### src/rtl/reg_file_mp.sv
// Multi-port register file with two write ports, NUM_RD combinational read ports and a
// post-reset clear sequence. Define RF_BYPASS_EN to forward same-cycle writes to reads.
module reg_file_mp #(
    parameter int DATA_W   = 32,
    parameter int ADDR_W   = 5,
    parameter int NUM_RD   = 2,
    parameter int ZERO_REG = 1
) (
    input  logic                     clk,
    input  logic                     rst,
    output logic                     ready,
    input  logic                     wen0,
    input  logic [ADDR_W-1:0]        waddr0,
    input  logic [DATA_W-1:0]        wdata0,
    input  logic                     wen1,
    input  logic [ADDR_W-1:0]        waddr1,
    input  logic [DATA_W-1:0]        wdata1,
    input  logic [NUM_RD*ADDR_W-1:0] raddr,
    output logic [NUM_RD*DATA_W-1:0] rdata
);

    localparam logic [0:0]        ST_CLEAR = 1'b0;
    localparam logic [0:0]        ST_RUN   = 1'b1;
    localparam int                DEPTH    = 1 << ADDR_W;
    localparam logic [ADDR_W-1:0] LAST     = '1;

    logic [0:0]        state_q, state_d;
    logic [ADDR_W-1:0] cnt_q, cnt_d;
    logic              ready_q, ready_d;
    logic [DATA_W-1:0] mem_q [DEPTH];

    logic run;
    logic we0;
    logic we1;

    always_comb begin
        state_d = state_q;
        cnt_d   = cnt_q;
        ready_d = (state_q == ST_RUN);
        if (state_q == ST_CLEAR) begin
            cnt_d = cnt_q + ADDR_W'(1);
            if (cnt_q == LAST) begin
                state_d = ST_RUN;
            end
        end
    end

    always_ff @(posedge clk or posedge rst) begin
        if (rst) begin
            state_q <= ST_CLEAR;
            cnt_q   <= '0;
            ready_q <= 1'b0;
        end else begin
            state_q <= state_d;
            cnt_q   <= cnt_d;
            ready_q <= ready_d;
        end
    end

    assign ready = ready_q;

    // Effective write strobes already exclude the hardwired zero entry.
    assign run = (state_q == ST_RUN) && !rst;
    assign we0 = run && wen0 && !((ZERO_REG != 0) && (waddr0 == '0));
    assign we1 = run && wen1 && !((ZERO_REG != 0) && (waddr1 == '0));

    // Port 1 is applied last so it wins on an address collision.
    always_ff @(posedge clk) begin
        if (!rst) begin
            if (state_q == ST_CLEAR) begin
                mem_q[cnt_q] <= '0;
            end else begin
                if (we0) begin
                    mem_q[waddr0] <= wdata0;
                end
                if (we1) begin
                    mem_q[waddr1] <= wdata1;
                end
            end
        end
    end

    genvar gi;
    generate
        for (gi = 0; gi < NUM_RD; gi++) begin : g_rd
            logic [ADDR_W-1:0] ra;
            logic [DATA_W-1:0] rd_lane;

            assign ra = raddr[gi*ADDR_W +: ADDR_W];

            always_comb begin
                rd_lane = '0;
                if (run && !((ZERO_REG != 0) && (ra == '0))) begin
                    rd_lane = mem_q[ra];
`ifdef RF_BYPASS_EN
                    if (we0 && (waddr0 == ra)) begin
                        rd_lane = wdata0;
                    end
                    if (we1 && (waddr1 == ra)) begin
                        rd_lane = wdata1;
                    end
`endif
                end
            end

            assign rdata[gi*DATA_W +: DATA_W] = rd_lane;
        end
    endgenerate

endmodule

### config.mk
export PLATFORM = sky130hd
export DESIGN_NAME = reg_file_mp
export DESIGN_NICKNAME = d
export VERILOG_FILES = /design/src/rtl/reg_file_mp.sv
export SDC_FILE = /design/constraint.sdc
export NUM_CORES = 2
export LEC_CHECK = 0
export BUFFER_PORTS_ARGS = -buffer_cell sky130_fd_sc_hd__buf_4
export CAP_MARGIN = 15
export CORE_MARGIN = 4
export CORE_UTILIZATION = 40
export DETAILED_ROUTE_END_ITERATION = 12
export PLACE_DENSITY = 0.64
export SYNTH_ARGS = -nofsm -noshare
export SYNTH_HDL_FRONTEND = slang
export SYNTH_SLANG_ARGS = --single-unit
### constraint.sdc
create_clock -name clk -period 3.9 [get_ports clk]
set_clock_uncertainty 0.05 [all_clocks]
set_input_delay 0.78 -clock clk [delete_from_list [all_inputs] [get_ports clk]]
set_output_delay 0.78 -clock clk [all_outputs]
set_load 0.02 [all_outputs]
# ---- Word-level counts from Yosys, hierarchy flattened
# Memory sizes are Yosys's and may differ from the RTL's.
# Index checks and enable logic that the tools add are counted.
dict set report classes {
  add_sub_neg 1
  eq_ne 1
  mux 18
  n_reduce_logical 17
}
# operator n
set op_table {}
lappend op_table {{$mux 32} 3}
lappend op_table {{$reduce_or 32->1} 1}
lappend op_table {{$logic_not 5->1} 4}
lappend op_table {{$mux 1} 14}
lappend op_table {{$logic_and 1x1->1} 7}
lappend op_table {{$add 5x1->5 const B} 1}
lappend op_table {{$eq 5x5->1 const B} 1}
lappend op_table {{$logic_not 1->1} 5}
lappend op_table {{$mux 5} 1}
dict set report totals {
  word_cells 41
  mem_bits_rw 1024
  regBits 7
  mem_count 1
}
# memory words word_bits read_ports rd_clocked_by_memory_dff write_ports line_no
set memory_table {}
lappend memory_table {mem_q 32 32 2 0 2 30} ;# logic [DATA_W-1:0] mem_q [DEPTH];

# ---- Depth between registers and ports, before layout
dict set report depth {
  word_depth 10
  mapped_depth 8
  mapped_depth_nobuf 4
}

# ---- Worst setup path before layout
# Ideal clock, no wire load.
dict set report synth_timing {
  path_kind {input -> register}
  from {in waddr0[3]}
  to {mem mem_q[25][0] (enable)}
  required_ps 3384
  setup_slack_ps -854
  setup_time_ps 466
  arrival_time_ps 4238
  cell_stages 5
  path_cell_list {nor3_1 a21oi_2 buf_2 o32a_1 o21ai_0}
}
# item line_no
set synth_lines {}
lappend synth_lines {{start: declaration} 13} ;# input logic [ADDR_W-1:0] waddr0,
lappend synth_lines {{end: declaration} 30}

# ---- Final worst setup path
dict set report layout_timing {
  from {reg state_q, in the netlist ready_d}
  to {out rdata[21]}
}
dict set report layout_via {
  elab_chain_len 3
}
# item line_no
set layout_rtl {}
lappend layout_rtl {{start: declaration} 27} ;# logic [0:0] state_q, state_d;
lappend layout_rtl {{start signal: assignment} 54} ;# state_q <= state_d;
lappend layout_rtl {{$logic_and 1x1->1} 63} ;# assign run = (state_q == ST_RUN) && !rst;
lappend layout_rtl {{$logic_and 1x1->1} 93} ;# if (run && !((ZERO_REG != 0) && (ra == '0))) begin
lappend layout_rtl {{$mux 32} 93}
lappend layout_rtl {{end: declaration} 19} ;# output logic [NUM_RD*DATA_W-1:0] rdata
# No other way between the ends.

==> results_dict.tcl <==
set metrics [dict create \
    grt_use_total 0.282 \
    routed_wl_microns 235000 \
    hold_path.class "in2reg" \
    yosysWarnings 0 \
    first_iter_violations 5828 \
    syn-num-nets 4523 \
    final_cell_mix "1024 x edfxtp_1, 1008 x mux2_2, 769 x mux2i_1" \
    clk_latency_ns 0.76 \
    die_h_microns 401 \
    synthMuxAreaShare 0.366 \
    cts_buffer_depth 3 \
    syn_to_final_growth_pct 14.8 \
    setup_viol 0 \
    vdd_drop_max_v 0.000364 \
    critPathLaunchType "flip-flop" \
    r2r_end "mem_q[14][0]$_DFFE_PP_" \
    synth_area_sq_mm 0.0618 \
    coreArea_sq_mm 0.153 \
    yosysTopAreaCell "edfxtp_1" \
    postCtsSetupBuffers 0 \
    synth-adder-area-share 0.000405 \
    synth_edf_count 1024 \
    tightest_slew_ns 1.14 \
    via_per_inst 6.56 \
    fp-row-count 143 \
    drive_above_1_share 0.418 \
    grt_pass1_vias 42824 \
    synth_cell_type_count 61 \
    synth_seq_area_share 0.500 \
    p_leak_nw 28.1 \
    dr.pass1.iters 7 \
    slew_headroom 0.243 \
    synthCells 4433 \
    async_flop_share 0.00679 \
    grt_max_degree 46 \
    synth_xor_area_frac 0.000425 \
    grt_overflow 0 \
    total_power_w 0.0267 \
    power_density_mw_per_mm2 377 \
    pin_count 153 \
    rsz0062_at_grt "false" \
    drv_slew 0 \
    drc 0 \
    setup_ws_ns 0.0971 \
    num_vias 43338 \
    cts_tree "built" \
    min_period_ns 3.80 \
    outcome "completed" \
    drtAntennaViolNets 0 \
    cts_inserted_buffers 115 \
    criticalPathCategory "reg2out" \
    cap_viol_max_count 0 \
    rrSetupSlack_ns 0.77 \
    nets 4557 \
    hold_depth 2 \
    postLayoutCellArea_sq_mm 0.0709 \
    gp_congestion 0.901 \
    htreeDepth 3 \
    wl_per_cell_microns 35.6 \
    synth_top_area_share 0.498 \
    synthFlopType "edfxtp_1" \
    start_util 0.404 \
    fmax_ghz 0.263 \
    postPlaceCellArea_sq_mm 0.0670 \
    synth-compound-area-share 0.0520 \
    dpl.cell_count 6379 \
    period_share 0.975 \
    tns_ns 0 \
    syn_avg_cell_area_sq_um 13.9 \
    r2r-start "ready_d$_DFF_PP0_" \
    clkTransAtPathRegs_ns 0.06 \
    critPathMaxFanout 11 \
    synth_top_family_by_area "multiplexers" \
    critPathRequiredTime_ns 3.07 \
    final_common_cell "edfxtp_1" \
    r2r_cells 5 \
    pre_cts_ws_ns 0.290 \
    fillers 13415 \
    antenna_found_initial 12 \
    die_area_sq_mm 0.161 \
    fin_cells 6602 \
    postSynthRegisterBits 1031 \
    hpwl_microns 146000 \
    netlist_top_cells_area "edfxtp_1 50%, mux2_2 18%, mux2i_1 12%, a22oi_1 4.7%, mux4_2 4.7%" \
    root_buffer "clkbuf_16" \
    arrival_ns 2.97 \
    cts_sinks 1031 \
    holdPathEnd "mem_q[0][9]$_DFFE_PP_" \
    numPortBuffers 152 \
    endpoint_kind "primary output" \
    synth_simple_gate_area_frac 0.0414 \
    grt_pass1_wl_microns 326000 \
    hold_start "wdata0[9]" \
    final-hold-violation-count 0 \
    die_x_microns 401 \
]
[routing by layer]
layer / share of wire / global-route usage
met3: 0.11 / 0.0616
met1: 0.39 / 0.375
met4: 0.060 / 0.149
met2: 0.45 / 0.431
met5: 0.000098 / 0
[kinds of logic after synthesis]
| kind of cell | Yosys count |
|---|---|
| XOR/XNOR | 3 |
| buffers and inverters | 545 |
| AO/OA/AOI/OAI | 435 |
| adder cells (fa/ha/maj) | 2 |
| flip-flops | 1031 |
| AND/OR/NAND/NOR | 462 |
| multiplexers | 1955 |
[synthesized netlist by cell type (all sizes together) (5+ instances only)]
cell / count
mux2: 1058
edfxtp: 1024
mux2i: 769
a22oi: 384
clkbuf: 282
buf: 258
nand3: 199
mux4: 128
nand2: 79
nand4: 64
and2: 36
nor2: 23
o21ai: 19
nor3: 13
nor2b: 12
o22ai: 12
nand2b: 9
nor3b: 8
o21bai: 8
dfrtp: 7
and3: 5
inv: 5
[sequential cells by signal (all words and copies together) (netlist names)]
| signal | cells |
|---|---|
| ready | 1 |
| ready_d | 1 |
| mem_q | 1024 |
| cnt_q | 5 |
[report_power, final]
group	internal (W)	total [W]	switching, W
Clock	0.00676	0.0115	0.00476
Sequential	0.0122	0.0122	0.0000172
Combinational	0.00121	0.00299	0.00178
Total	0.0202	0.0267	0.00655
[timing repair]
| action | CTS | global route |
|---|---|---|
| cloned | 0 | 0 |
| setup endpoints to repair | 34 | 3 |
| hold buffers | 1 | 0 |
| resized for setup | 2 | 2 |
| hold endpoints to repair | 7 | 0 |
[per-stage QoR]
stage               utilization  hold slack, ns
CTS                       0.464           0.475
floorplan                     -           0.299
detailed placement        0.438           0.529
finish                    0.464           0.516
global placement          0.438           0.518
global route              0.464           0.512
[worst max path at each step]
stage	to	start	slack [ns]	depth (start not counted)
after floorplan	mem_q[25][0]$_DFFE_PP_	waddr0[3]	-0.85	5
after global placement	mem_q[22][0]$_DFFE_PP_	rst	0.24	7
after detailed placement	rdata[53]	raddr[6]	0.29	7
after CTS	rdata[21]	ready_d$_DFF_PP0_	0.06	6
after global routing	rdata[31]	ready_d$_DFF_PP0_	0.1	6
final	rdata[21]	ready_d$_DFF_PP0_	0.1	6
[area by class of cell]
cell class	count	area, sq um	share of cell area
Clock buffer	147	3080	0.0435
Inverter	5	18.8	0.000265
Clock inverter	67	823	0.0116
Timing Repair Buffer	457	4380	0.0617
Tap cell	2030	2540	0.0358
Multi-Input combinational cell	2857	29200	0.411
Antenna cell	8	20.0	0.000282
Sequential cell	1031	30900	0.436
[worst max-delay path: stages, from the launching register on]
cell and delay (ns):
dfrtp_2 0.58, nand2b_2 0.23, nor4_2 0.36, buf_4 0.36, nand2_1 0.17, nand4_1 0.30, buf_4 0.21
Note: power is estimated with default switching activity, not from simulation.
